File: config.mk
export PLATFORM = sky130hd
export DESIGN_NAME = crp16_alu_divider
export DESIGN_NICKNAME = d
export VERILOG_FILES = /design/src/rtl/crp16_alu_divider.sv
export SDC_FILE = /design/constraint.sdc
export NUM_CORES = 1
export LEC_CHECK = 0
export ABC_CLOCK_PERIOD_IN_PS = 3750
export BUFFER_PORTS_ARGS = -buffer_cell sky130_fd_sc_hd__buf_4
export CAP_MARGIN = 10
export CORE_MARGIN = 3
export CORE_UTILIZATION = 54
export CTS_CLUSTER_SIZE = 10
export DETAILED_ROUTE_END_ITERATION = 10
export PLACE_DENSITY_LB_ADDON = 0.1
export SLEW_MARGIN = 15
export SYNTH_ARGS = -nofsm -noshare
export SYNTH_HDL_FRONTEND = slang
export SYNTH_SLANG_ARGS = --single-unit
File: constraint.sdc
create_clock -name clock -period 3.75 [get_ports clock]
set_input_delay 0.375 -clock clock [delete_from_list [all_inputs] [get_ports clock]]
set_output_delay 0.375 -clock clock [all_outputs]
set_load 0.02 [all_outputs]
File: src/rtl/crp16_alu_divider.sv
// rtl/crp16_alu_divider.sv - Multi-cycle restoring divider (unsigned/signed) for the crp16 ALU
module crp16_alu_divider #(
    parameter int WIDTH = 16
) (
    input  logic             clock,
    input  logic             resetn,
    input  logic             start,
    input  logic             sgn,
    input  logic [WIDTH-1:0] x,
    input  logic [WIDTH-1:0] y,
    output logic [WIDTH-1:0] q,
    output logic [WIDTH-1:0] r,
    output logic             busy,
    output logic             done,
    output logic             dz,
    output logic             v
);

    localparam int CW = $clog2(WIDTH + 1);
    localparam logic [WIDTH-1:0] MIN_NEG = {1'b1, {(WIDTH-1){1'b0}}};

    typedef enum logic [1:0] {IDLE, RUN, FINISH} state_t;

    state_t           state;
    logic [WIDTH-1:0] a;
    logic [WIDTH-1:0] p;
    logic [WIDTH-1:0] dmag;
    logic [CW-1:0]    cnt;
    logic             neg_q;
    logic             neg_r;

    logic             x_neg, y_neg, div_zero, ovf, ge, last_iter;
    logic [WIDTH-1:0] x_mag, y_mag, rem_next, a_next, q_fix, r_fix;
    logic [WIDTH:0]   p_shift;

    always_comb begin
        x_neg     = sgn & x[WIDTH-1];
        y_neg     = sgn & y[WIDTH-1];
        x_mag     = x_neg ? -x : x;
        y_mag     = y_neg ? -y : y;
        div_zero  = (y == '0);
        ovf       = sgn && (x == MIN_NEG) && (y == '1);
        // Remainder after a subtract is always below the divisor, so WIDTH bits hold it.
        p_shift   = {p, a[WIDTH-1]};
        ge        = (p_shift >= {1'b0, dmag});
        rem_next  = ge ? (p_shift[WIDTH-1:0] - dmag) : p_shift[WIDTH-1:0];
        a_next    = {a[WIDTH-2:0], ge};
        q_fix     = neg_q ? -a_next : a_next;
        r_fix     = neg_r ? -rem_next : rem_next;
        last_iter = (cnt == CW'(WIDTH - 1));
    end

    always_ff @(posedge clock) begin
        if (!resetn) begin
            state <= IDLE;
            a     <= '0;
            p     <= '0;
            dmag  <= '0;
            cnt   <= '0;
            neg_q <= 1'b0;
            neg_r <= 1'b0;
            q     <= '0;
            r     <= '0;
            busy  <= 1'b0;
            done  <= 1'b0;
            dz    <= 1'b0;
            v     <= 1'b0;
        end else begin
            case (state)
                IDLE, FINISH: begin
                    if (start) begin
                        if (div_zero) begin
                            q     <= '1;
                            r     <= x;
                            dz    <= 1'b1;
                            v     <= 1'b0;
                            state <= FINISH;
                            busy  <= 1'b0;
                            done  <= 1'b1;
                        end else if (ovf) begin
                            q     <= MIN_NEG;
                            r     <= '0;
                            dz    <= 1'b0;
                            v     <= 1'b1;
                            state <= FINISH;
                            busy  <= 1'b0;
                            done  <= 1'b1;
                        end else begin
                            a     <= x_mag;
                            dmag  <= y_mag;
                            p     <= '0;
                            cnt   <= '0;
                            neg_q <= x_neg ^ y_neg;
                            neg_r <= x_neg;
                            state <= RUN;
                            busy  <= 1'b1;
                            done  <= 1'b0;
                        end
                    end else begin
                        state <= IDLE;
                        busy  <= 1'b0;
                        done  <= 1'b0;
                    end
                end
                RUN: begin
                    p   <= rem_next;
                    a   <= a_next;
                    cnt <= cnt + 1'b1;
                    if (last_iter) begin
                        q     <= q_fix;
                        r     <= r_fix;
                        dz    <= 1'b0;
                        v     <= 1'b0;
                        state <= FINISH;
                        busy  <= 1'b0;
                        done  <= 1'b1;
                    end
                end
                default: begin
                    state <= IDLE;
                    busy  <= 1'b0;
                    done  <= 1'b0;
                end
            endcase
        end
    end

endmodule
* Word-level counts from Yosys, hierarchy flattened
Cells that the tools add are included.
** Storage, ports and cells
- Bits in registers :: 93
- Latch bits :: 0
- Bits in writable memories :: 0
- ROM bits :: 0
- Input bits :: 36
- Output and inout port bits :: 36
- Word-level logic and storage cells :: 94
- Memories :: 0
** Cells by class
- Add/subtract/negate cells :: 6
- Multiply operators :: 0
- Div/mod/pow operators :: 0
- Order comparisons :: 1
- Eq/ne operators :: 10
- Shift operators :: 0
- Multiplexer cells :: 50
- Bitwise gates (word level) :: 5
- Reductions and logical operators :: 9
** Operator list (number)
- 2-to-1 mux 16 bit :: 19
- case mux 16 bit (2 select lines) :: 4
- negation 16 bit :: 4
- equality test 16 bit (second input constant) :: 2
- greater-or-equal comparator 17 x 16 -> 1 bit :: 1
- zero test 16 bit :: 1
- subtractor 16 bit :: 1
- 2-to-1 mux 5 bit :: 3
- 2-to-1 mux 1 bit :: 14
- AND reduction 4 bit :: 3
- case mux 5 bit (2 select lines) :: 1
- 2-to-1 mux 2 bit :: 4
- inequality test 2 bit (second input constant) :: 4
- case mux 1 bit (2 select lines) :: 4
- adder 5 x 1 -> 5 bit (second input constant) :: 1
- equality test 5 x 4 -> 1 bit (second input constant) :: 1
- case mux 2 bit (2 select lines) :: 1
- inequality test 3 bit (second input constant) :: 1
- bitwise AND 1 bit :: 2
- equality test 2 x 1 -> 1 bit (second input constant) :: 1
- equality test 2 bit (second input constant) :: 1
- logical AND 1 bit :: 2
- zero test 2 bit :: 1
- inverter 1 bit :: 2
- other kinds (3) :: 3

* Depth between registers and ports, before layout
Gate-level depths: netlist of run 1.
- Depth in word-level cells :: 7
- Mapped depth :: 21
- Depth with buffers taken out :: 18

* Least setup slack after synthesis of run 1
No wires, ideal clock.
- Path kind :: register -> register
- From :: register dmag[11]
- To :: register r[14]
- Library setup time :: 126 ps
- Arrival :: 4000 ps
- Data required time :: 3624 ps
- Setup slack :: -376 ps
- Cell stages (with the launch flop) :: 20
- Buffers on the path :: 2
- Period minus slack after synthesis :: 4126 ps
- Path through :: dfxtp_1 inv_1 ha_1 nand3_1 nor2_1 a21oi_4 o211ai_2 buf_6 clkbuf_1 mux2i_1 ha_1 inv_1 or3_1 or3_1 or4_1 o41ai_1 nor2b_1 a21o_1 xor2_1 a31oi_1
** Between the ends
- Word-level cells in the longest chain between the ends :: 6
- Elaborated cells on any way between the ends :: 7
- Those cells by class :: add/sub (2); order compare (1); mux (4)
** Ends and longest elaborated chain
- from (decl) :: RTL line 27 : logic [WIDTH-1:0] dmag;
- from (signal assigned) :: RTL line 90 : dmag <= y_mag;
- subtractor 16 bit or greater-or-equal comparator 17 x 16 -> 1 bit (tied branches) :: RTL line 46, 45
- 2-to-1 mux 16 bit (*) :: RTL line 46 : rem_next = ge ? (p_shift[WIDTH-1:0] - dmag) : p_shift[WIDTH-1:0];
- negation 16 bit :: RTL line 49 : r_fix = neg_r ? -rem_next : rem_next;
- 2-to-1 mux 16 bit (*) :: RTL line 49
- 2-to-1 mux 16 bit (*) :: RTL line 109 : if (last_iter) begin
- case mux 16 bit (2 select lines) (*) :: RTL line 69 : case (state)
- to (signal assigned) :: RTL line 111 : r <= r_fix;
- to (decl) :: RTL line 12 : output logic [WIDTH-1:0] r,
Mark *: on every way between the ends. The rest lies on a longest branch, timed or not. The select of a mux whose other input is x is not followed.
A chain may end at the register's enable or synchronous reset.

* Final worst setup path of run 1
- From :: register a[15]
- To :: register r[12]
** Between the ends
- Word-level cells in the longest chain between the ends :: 6
- Elaborated cells on any way between the ends :: 7
- Those cells by class :: add/sub (2); order compare (1); mux (4)
** Ends and longest elaborated chain
- from (decl) :: RTL line 25 : logic [WIDTH-1:0] a;
- from (signal assigned) :: RTL line 89 : a <= x_mag;
- from (signal assigned) :: RTL line 107 : a <= a_next;
- subtractor 16 bit or greater-or-equal comparator 17 x 16 -> 1 bit (tied branches) :: RTL line 46, 45
- 2-to-1 mux 16 bit (*) :: RTL line 46
- negation 16 bit :: RTL line 49
- 2-to-1 mux 16 bit (*) :: RTL line 49
- 2-to-1 mux 16 bit (*) :: RTL line 109
- case mux 16 bit (2 select lines) (*) :: RTL line 69
Marks and branches as above.

==> results of run 1 <==
[sequential cells by signal, summed over array words and instances, names as in the netlist, 5 cells and up]
name  flops
a        16
cnt       5
dmag     16
p        16
q        16
r        16
[power breakdown]
group          switching, W  total, W  internal [W]
clock              0.000400  0.000955      0.000554
combinational       0.00144   0.00272       0.00128
sequential        0.0000710   0.00110       0.00103
[layout make-up]
type | instances | area share, %
repair buffers | 154 | 14.77
clock inverters | 4 | 0.6843
multi-input cells | 615 | 54.74
inverters | 34 | 1.586
well taps | 140 | 2.177
clock buffers | 11 | 3.142
flip-flops and latches | 91 | 22.89
[critical path: stages (launching register included)]
cell and delay (ps):
dfxtp_2 350, inv_1 100, ha_2 220, nor2b_4 50, o2111a_1 250, o31ai_2 260
o211ai_4 150, buf_6 160, o21ai_4 130, ha_2 200, inv_2 40, or3_4 370
or3_4 340, or4_4 430, o41ai_4 80, nor2b_4 210, a21oi_1 80, xor2_1 160
a31oi_1 170
[worst paths after layout]
kind	startpoint	to	slack, ps	cells after the start
max	a[15]	r[12]	-60	18
min	x[14]	r[14]	340	3
max reg2reg	a[15]	r[12]	-60	18
min reg2reg	dz	dz	450	2
[cell usage after synthesis, drive strengths merged, types with 5 or more instances]
library cell	number	share of area [%]
nand3	38	3.0
o41ai	7	1.1
and2	23	2.3
xor2	35	4.9
clkbuf	38	2.3
xnor2	27	3.8
ha	23	4.6
buf	14	1.3
a21oi	49	4.3
o211ai	13	1.6
inv	34	2.0
dfxtp	91	29
o21ai	54	4.3
or3	13	1.3
nor2b	28	2.9
mux2i	13	2.1
nor3	9	0.72
nor2	49	3.0
and3	5	0.50
nand4	9	0.90
or2	7	0.70
nand2	66	4.0
nand2b	9	0.90
a31oi	6	0.60
or4	10	1.3
o211a	17	2.7
a211oi	14	1.8
a221oi	20	2.8
a21boi	14	1.7
a21o	6	0.72
o31ai	9	1.1
[cell usage in the layout, fill, tap and decap left out, drive strengths merged, types with 9 or more instances in the layout]
cell type	synthesis	layout
a211oi	14	14
a21boi	14	14
a21oi	49	49
a221oi	20	20
and2	23	23
buf	14	154
clkbuf	38	11
dfxtp	91	91
ha	23	23
inv	34	36
mux2i	13	13
nand2	66	66
nand2b	9	9
nand3	38	38
nand4	9	9
nor2	49	49
nor2b	28	28
nor3	9	9
o211a	17	17
o211ai	13	13
o21ai	54	54
o31ai	9	9
or3	13	13
or4	10	10
xnor2	27	27
xor2	35	35
[metal layers]
layer / share of wire (%) / track usage, % / vias up
li1: - / - / 3084
met1: 44 / 43.08 / 3046
met2: 44 / 46.72 / 300
met3: 8.5 / 5.464 / 54
met4: 3.3 / 11.40 / 0
met5: 0 / 0 / -
[timing repair]
| item | 4_1_cts | 5_1_grt |
|---|---|---|
| resized for setup | 26 | 21 |
| setup endpoints to repair | 3 | 7 |
| buffers inserted | 5 | 5 |
| pin swaps | 7 | 11 |
[stage by stage]
step / utilization [%] / power [W] / setup WS [ps] / instances
floorplan: - / 0.002701 / -87.00 / 792
global placement: 66.79 / 0.003352 / -68.09 / 1024
detailed placement: 66.79 / 0.003397 / -172.3 / 1024
CTS: 71.14 / 0.004491 / -34.24 / 1044
global route: 72.31 / 0.005035 / -250.4 / 1049
finish: 72.31 / 0.004777 / -63.60 / 1049
[kinds of logic (layout without fill, tap and decap cells)]
| group | after synthesis | in the layout | synth area share, % |
|---|---|---|---|
| buffers and inverters | 86 | 203 | 5.591 |
| XOR/XNOR | 62 | 62 | 8.635 |
| multiplexers | 14 | 14 | 2.248 |
| adder cells (fa/ha/maj) | 24 | 24 | 4.895 |
| flip-flops | 91 | 91 | 28.97 |
| AND/OR/NAND/NOR | 280 | 280 | 23.28 |
| AO/OA/AOI/OAI | 235 | 235 | 26.38 |
==> results.toml, run 1 <==
[critical_path]
timing.critical_path.from_type = "flip-flop"
setup.worst_path.class = "reg -> reg"
crit_fanout = 4
cp.arrival_ps = 4090
cp_data_required_time_ps = 4030
worst_setup_path_end_kind = "flip-flop"

[synth]
yosysWarnings = 0
synth_cell_type_count = 70
sequential_cell_area_fraction_in_the_yosys_report_pct = 28.97
synthesis.nets = 852
synthesis.area_um2 = 6289
synth-edff-count = 0
synthArstFlopShare_pct = 0
ys.flop_type = "dfxtp_1"
synthesis.area_per_instance_um2 = 7.940
ys_seq_elements = 91
post_synth_inst_count = 792

[placement]
port-buffer-count = 71
placed_area_um2 = 7431
dp.final_hpwl_um = 14320
routabilityCongestion = 0.9646

[clock_tree]
sinks_on_clock_net = 91
cts_tree = "done"
cts_hold_buffers_added = 0
clock_path_buffers = 2
clock_tree.root_cell = "clkbuf_16"
h-tree-depth = 3
cts_buffers = 9
clkTransAtPathRegs_ps = 60
clock_latency_ps = 360

[floorplanning]
floorplan.rows = 38
effective_utilization_at_floorplan_pct = 56.52
die_h_um = 113.9
ioPinCount = 72
dieWidth_um = 113.9
core_region_area_um2 = 11130
dieArea_um2 = 12980

[min_path]
hold_path_class = "in -> reg"

[drt]
drt_iter0_markers = 592
route.detailed.vias_per_inst = 6.181
vias = 6484
final_routed_wirelength_across_all_metal_layers_um = 19770
drcViolationCount = 0
antenna_violating_nets_post_route = 0
drt_pre_antenna_iters = 6
detail_route.wl_per_cell_um = 18.85

[sta]
finalCriticalPeriod_ps = 3814
worst_slack_ps = -63.60
sum_of_negative_setup_slack_ps = -129.4
finalHoldViolations = 0
timing_worst_slew_pin_value_ps = 905.5
whs_ps = 337.2
slew-limit-headroom_pct = 39.51
clock.fmax_ghz = 0.2622
grt_setup_unrepaired = "yes"
report.final.setup_viol = 3
fin_crit_sh_pct = 101.7
final.setup_skew_ps = 8.421
timing.final.max_slew_violations = 0

[global_route]
track_usage_pct = 30.56
number_of_antenna_violations_at_the_first_check_in_global_routing = 0
grt_first_pass_wirelength_um = 31530
grt_pass1_vias = 6136
grt_max_degree = 93
grt-ovfl-total = 0

[finish]
count_of_fill_cells_added_during_filler_insertion = 864
post_route_cells_drive_above_1_share_pct = 26.73
area.growth.synth_to_final_pct = 27.93
final_design_area_no_fill_um2 = 8045
diodes = 0
design.final.nets = 965
seq_area_um2 = 1842
multi_input_comb_area_um2 = 4404

[power]
power_density_nw_per_um2 = 593.8
power.static_leakage_nw = 3.373
irDropWorstVdd_mv = 0.3233

[run]
max_cap_viol_count = 0

[outcome]
violations_in_the_final_reports = "negative setup slack"
outcome = "finished, violations left"
Note: power is estimated with default switching activity, not from simulation.
==> run 2, diff against run 1 <==
--- a/config.mk
+++ b/config.mk
@@ -5,12 +5,12 @@
 export SDC_FILE = /design/constraint.sdc
 export NUM_CORES = 1
 export LEC_CHECK = 0
+export ABC_AREA = 1
 export ABC_CLOCK_PERIOD_IN_PS = 3750
 export BUFFER_PORTS_ARGS = -buffer_cell sky130_fd_sc_hd__buf_4
 export CAP_MARGIN = 10
 export CORE_MARGIN = 3
 export CORE_UTILIZATION = 54
-export CTS_CLUSTER_SIZE = 10
 export DETAILED_ROUTE_END_ITERATION = 10
 export PLACE_DENSITY_LB_ADDON = 0.1
 export SLEW_MARGIN = 15
==> results.toml, run 2 <==
[run]
max_cap_viol_count = 0

[clock_tree]
clock_tree.root_cell = "clkbuf_16"
cts_buffers = 9
clock_latency_ps = 350
clkTransAtPathRegs_ps = 70
sinks_on_clock_net = 91
post_cts_buffers = 0
cts_hold_buffers_added = 0
clock_path_buffers = 2
h-tree-depth = 3
cts_resized = 0
cts_tree = "done"

[min_path]
hold_path_class = "in -> reg"

[drt]
antenna_violating_nets_post_route = 0
route.detailed.vias_per_inst = 5.549
drcViolationCount = 0
final_routed_wirelength_across_all_metal_layers_um = 18380
drt_pre_antenna_iters = 5
vias = 6648
detail_route.wl_per_cell_um = 15.34
drt_iter0_markers = 629

[sta]
grt_setup_unrepaired = "no"
sum_of_negative_setup_slack_ps = 0
report.final.setup_viol = 0
timing_worst_slew_pin_value_ps = 775.8
finalCriticalPeriod_ps = 3276
slew-limit-headroom_pct = 48.21
final.setup_skew_ps = 9.976
finalHoldViolations = 0
fin_crit_sh_pct = 87.36
timing.final.max_slew_violations = 0
clock.fmax_ghz = 0.3053

[floorplanning]
core_region_area_um2 = 11520
dieWidth_um = 114.9
die_h_um = 114.9
floorplan.rows = 39
dieArea_um2 = 13210
effective_utilization_at_floorplan_pct = 55.63
ioPinCount = 72

[finish]
diodes = 0
post_layout_nonfiller_instances = 1198
design.final.nets = 1110
mostFrequentLayoutCell = "nand2_1"
final_cell_mix = "nand2_1 (221), inv_1 (126), a21oi_1 (103)"
post_route_cells_drive_above_1_share_pct = 14.12
area.growth.synth_to_final_pct = 14.30

[global_route]
grt_pass1_vias = 6173
grt_max_degree = 52
number_of_antenna_violations_at_the_first_check_in_global_routing = 1
grt-ovfl-total = 0
track_usage_pct = 28.39
grt_first_pass_wirelength_um = 30250

[critical_path]
worst_setup_path_end_kind = "flip-flop"
critical-path-slowest-cell = "ha_1"
setup.worst_path.class = "reg -> reg"
critical_path.cell_chain = "inv_1 -> ha_1 -> a21oi_1 -> nand2_1 -> nand2_1 -> nand2_2 -> nor2_4 -> nand2_4 -> inv_2 -> ha_1 -> inv_1 -> nor3_1 -> nand4_1 -> inv_1 -> a41oi_1 -> o21ai_0 -> a21oi_1 -> nor2_1 -> nor2_1"
cp_data_required_time_ps = 4000
timing.critical_path.slowest_cell_delay_ps = 360
crit_fanout = 22
cp.arrival_ps = 3520
worst_path_most_repeated_cell = "inv_1"
timing.critical_path.from_type = "flip-flop"

[synth]
ys_top_cells_by_area = "dfxtp_1 (28%), nand2_1 (13%), a21oi_1 (8.0%)"
ys_seq_elements = 91
synth_common_cells = "nand2_1 (221), inv_1 (126), a21oi_1 (103), dfxtp_1 (91), nor2_1 (86)"
post_synth_inst_count = 996
sequential_cell_area_fraction_in_the_yosys_report_pct = 28.44
synthesis.nets = 1056
synthesis.area_per_instance_um2 = 6.432
yosysWarnings = 0
synth_top_cell_by_area = "dfxtp_1"
yosysTopAreaCellShare_pct = 28.44
synthesis.area_um2 = 6406
synth_most_common_cell = "nand2_1"
ys.flop_type = "dfxtp_1"
synth_cell_type_count = 52
synth-edff-count = 0
synthArstFlopShare_pct = 0

[placement]
routabilityCongestion = 0.9124
dp.final_hpwl_um = 13720
port-buffer-count = 71
place_inst = 1182

[power]
power.static_leakage_nw = 3.391
irDropWorstVdd_mv = 0.2713
power_density_nw_per_um2 = 606.2

[outcome]
outcome = "complete, no violations"
run 2: cell types whose count changed in the layout (fill, tap and decap cells not counted), moves of 19 or more:
cell / delta
buf_4: -68
nor2b_1: -24
nand2_1: +156
nand3_1: +30
xnor2_1: -21
o21ai_0: +19
and2_1: -21
a21oi_1: +58
inv_1: +99
a221oi_1: -20
nor2_1: +38
run 2: worst paths after layout:
kind | start | to | slack (ps) | cells after the start
worst min register to register | dmag[10] | dmag[10] | 460 | 2
worst max register to register | dmag[12] | q[14] | 470 | 19
worst max-delay path | dmag[12] | q[14] | 470 | 19
worst min-delay path | y[0] | dmag[0] | 300 | 3
run 2: final cells by class:
class	count	area, µm²
fill	1086	4194
multi-input combinational	732	3897
sequential	91	1822
timing repair buffer	82	615.6
inverter	134	505.5
clock buffer	11	242.7
tap	143	178.9
clock inverter	5	60.06
run 2: power breakdown:
| group | internal, W | switching [W] |
|---|---|---|
| clock network | 0.000540 | 0.000407 |
| registers | 0.00103 | 0.0000615 |
| logic | 0.000781 | 0.00162 |
run 2: metal layers:
| metal | wire, µm | GRT usage (%) | vias up |
|---|---|---|---|
| met4 | 355 | 10.02 | 2 |
| met1 | 8999 | 41.16 | 3016 |
| met3 | 1166 | 4.000 | 27 |
| li1 | - | - | 3392 |
| met5 | 13 | 0 | - |
| met2 | 7840 | 43.02 | 211 |
run 2: cell families after synthesis:
kind of cell / after synthesis / share of synthesized area, %
DFF: 91 / 28.44
buffers and inverters: 173 / 10.84
and+or+nand+nor: 461 / 32.97
xor gates and xnor gates: 30 / 4.102
adders and majority gates: 24 / 4.805
AOI/OAI and AO/OA: 217 / 18.85
run 2: through the flow:
stage	worst slack, ps	instance area, µm²	util (%)	power (W)	hold WS, ps
finish	474.0	7322	63.58	0.004439	303.5
global route	35.33	7322	63.58	0.004801	312.1
CTS	520.4	7322	63.58	0.004425	305.8
detailed placement	531.1	7019	60.95	0.003480	456.4
global placement	654.5	7019	60.95	0.003462	446.1
floorplan	994.6	6406	-	0.003031	430.1
run 2: critical path, delay by kind of cell (launching register included):
family | cells | cell delay, ps
flops | 1 | 340
compound gates | 4 | 630
simple gates | 9 | 1370
fa+ha+maj | 2 | 520
buf+inv | 4 | 320
==> run 3, diff against run 2 <==
--- a/config.mk
+++ b/config.mk
@@ -9,8 +9,10 @@
 export ABC_CLOCK_PERIOD_IN_PS = 3750
 export BUFFER_PORTS_ARGS = -buffer_cell sky130_fd_sc_hd__buf_4
 export CAP_MARGIN = 10
+export CELL_PAD_IN_SITES_DETAIL_PLACEMENT = 1
+export CELL_PAD_IN_SITES_GLOBAL_PLACEMENT = 1
 export CORE_MARGIN = 3
-export CORE_UTILIZATION = 54
+export CORE_UTILIZATION = 38
 export DETAILED_ROUTE_END_ITERATION = 10
 export PLACE_DENSITY_LB_ADDON = 0.1
 export SLEW_MARGIN = 15
==> results.toml, run 3 (synthesized netlist as in run 2, its figures left out) <==
[outcome]
outcome = "complete, no violations"

[critical_path]
number_of_logic_stages_on_the_critical_path_including_buffering = 17
crit_fanout = 22
timing.critical_path.from_type = "flip-flop"
critPathTopFamily = "simple AND/OR/NAND/NOR gates"
critical_path.cell_chain = "inv_1 -> ha_1 -> a21oi_1 -> nand2_1 -> nand2_1 -> nand2_2 -> nor2_4 -> nand2_4 -> inv_2 -> ha_1 -> inv_1 -> nor3_2 -> nand4_1 -> o31ai_1 -> o21ai_0 -> a21o_1 -> a21oi_1"
timing.critical_path.slowest_cell_delay_ps = 350
cp.arrival_ps = 3710
cp_data_required_time_ps = 4040
ff2ff_path_depth = 17
worst_setup_path_end_kind = "flip-flop"
setup.worst_path.class = "reg -> reg"
critical_path.n_buffers_inverters = 3
critical-path-slowest-cell = "ha_1"

[sta]
report.final.setup_viol = 0
final.setup_skew_ps = 8.950
slew-limit-headroom_pct = 48.57
clock.fmax_ghz = 0.2923
timing.final.max_slew_violations = 0
fin_crit_sh_pct = 91.24
worst_slack_ps = 328.4
sum_of_negative_setup_slack_ps = 0
grt_setup_unrepaired = "no"
finalCriticalPeriod_ps = 3422
finalHoldViolations = 0
timing_worst_slew_pin_value_ps = 770.4

[power]
power.static_leakage_nw = 3.384
clock_power_share_pct = 21.0
power_density_nw_per_um2 = 611.2
switchingPower_w = 0.002213
internal-power_w = 0.002332
switching_share_pct = 48.70
irDropWorstVdd_mv = 0.3838
combPwrFrac_pct = 54.9
power.share.sequential_pct = 24.1

[clock_tree]
clkTransAtPathRegs_ps = 70
clock_latency_ps = 350
cts_tree = "done"
clock_path_buffers = 2
h-tree-depth = 3
sinks_on_clock_net = 91
clock_tree.root_cell = "clkbuf_16"
cts_hold_buffers_added = 0
cts_buffers = 9

[drt]
route.detailed.vias_per_inst = 5.243
drt_iter0_markers = 413
drt_pre_antenna_iters = 5
final_routed_wirelength_across_all_metal_layers_um = 22070
vias = 6669
drcViolationCount = 0
detail_route.wl_per_cell_um = 17.35
antenna_violating_nets_post_route = 0

[min_path]
hold-path-cell-count = 3
hold_path_class = "in -> reg"

[finish]
final_cell_mix = "nand2_1 (221), inv_1 (125), a21oi_1 (103)"
post_route_cells_drive_above_1_share_pct = 14.30
mostFrequentLayoutCell = "nand2_1"
diodes = 0
design.final.nets = 1111
area.growth.synth_to_final_pct = 16.09
post_layout_nonfiller_instances = 1272

[global_route]
grt_first_pass_wirelength_um = 35500
track_usage_pct = 24.42
grt_pass1_vias = 6519
number_of_antenna_violations_at_the_first_check_in_global_routing = 0
grt_max_degree = 59
grt-ovfl-total = 0

[floorplanning]
ioPinCount = 72
die_h_um = 135.8
floorplan.rows = 46
dieWidth_um = 135.8
effective_utilization_at_floorplan_pct = 39.61
dieArea_um2 = 18450
core_region_area_um2 = 16170

[placement]
dp.final_hpwl_um = 16650
routabilityCongestion = 0.8823
place_inst = 1256
port-buffer-count = 71
setup_slack_after_placement_ps = 284.3

[run]
max_cap_viol_count = 0
[run 3: power groups by stage]
stage                     Sequential (W)  Combinational, W  Clock, W
after global routing             0.00110           0.00282   0.00102
after CTS                        0.00110           0.00248  0.000975
after floorplan                  0.00109           0.00194         0
final                            0.00110           0.00250  0.000953
after detailed placement         0.00112           0.00247         0
after global placement           0.00111           0.00242         0
[run 3: what timing repair did]
| action | 4_1_cts | 5_1_grt |
|---|---|---|
| buffers inserted | 0 | 0 |
| resized for setup | 0 | 1 |
| setup endpoints to repair | 0 | 2 |
[run 3: path summary, 6_finish.rpt]
kind / start / endpoint / slack, ps
worst max register to register: dmag[12] / q[12] / 330
worst max-delay path: dmag[12] / q[12] / 330
worst min register to register: dmag[10] / dmag[10] / 460
worst min-delay path: x[1] / r[1] / 320
[run 3: worst min-delay path, stage by stage]
cell	delay, ps
buf_4	100
a21oi_1	50
a21oi_1	110
[run 3: layout make-up]
cell class | count | area (µm²)
Tap cell | 216 | 270.3
Fill cell | 2208 | 8736
Timing Repair Buffer | 83 | 635.6
Multi-Input combinational cell | 732 | 3902
Sequential cell | 91 | 1822
Clock buffer | 10 | 229.0
Inverter | 134 | 505.5
Clock inverter | 6 | 72.57
[run 3: through the flow]
| step | hold WS, ps | power (W) | util [%] | instance area (µm²) |
|---|---|---|---|---|
| floorplan | 430.1 | 0.003031 | - | 6406 |
| global placement | 446.5 | 0.003537 | 44.09 | 7131 |
| detailed placement | 454.0 | 0.003584 | 44.09 | 7131 |
| CTS | 304.5 | 0.004554 | 45.95 | 7432 |
| global route | 348.8 | 0.004938 | 45.98 | 7437 |
| finish | 317.5 | 0.004545 | 45.98 | 7437 |
[run 3: metal layers]
metal / part of all wire, % / global-route usage, % / vias to the layer above
met3: 3.8 / 2.887 / 21
met2: 43 / 37.58 / 136
met4: 1.4 / 6.047 / 0
met1: 51 / 36.32 / 3142
met5: 0 / 0 / -
li1: - / - / 3370
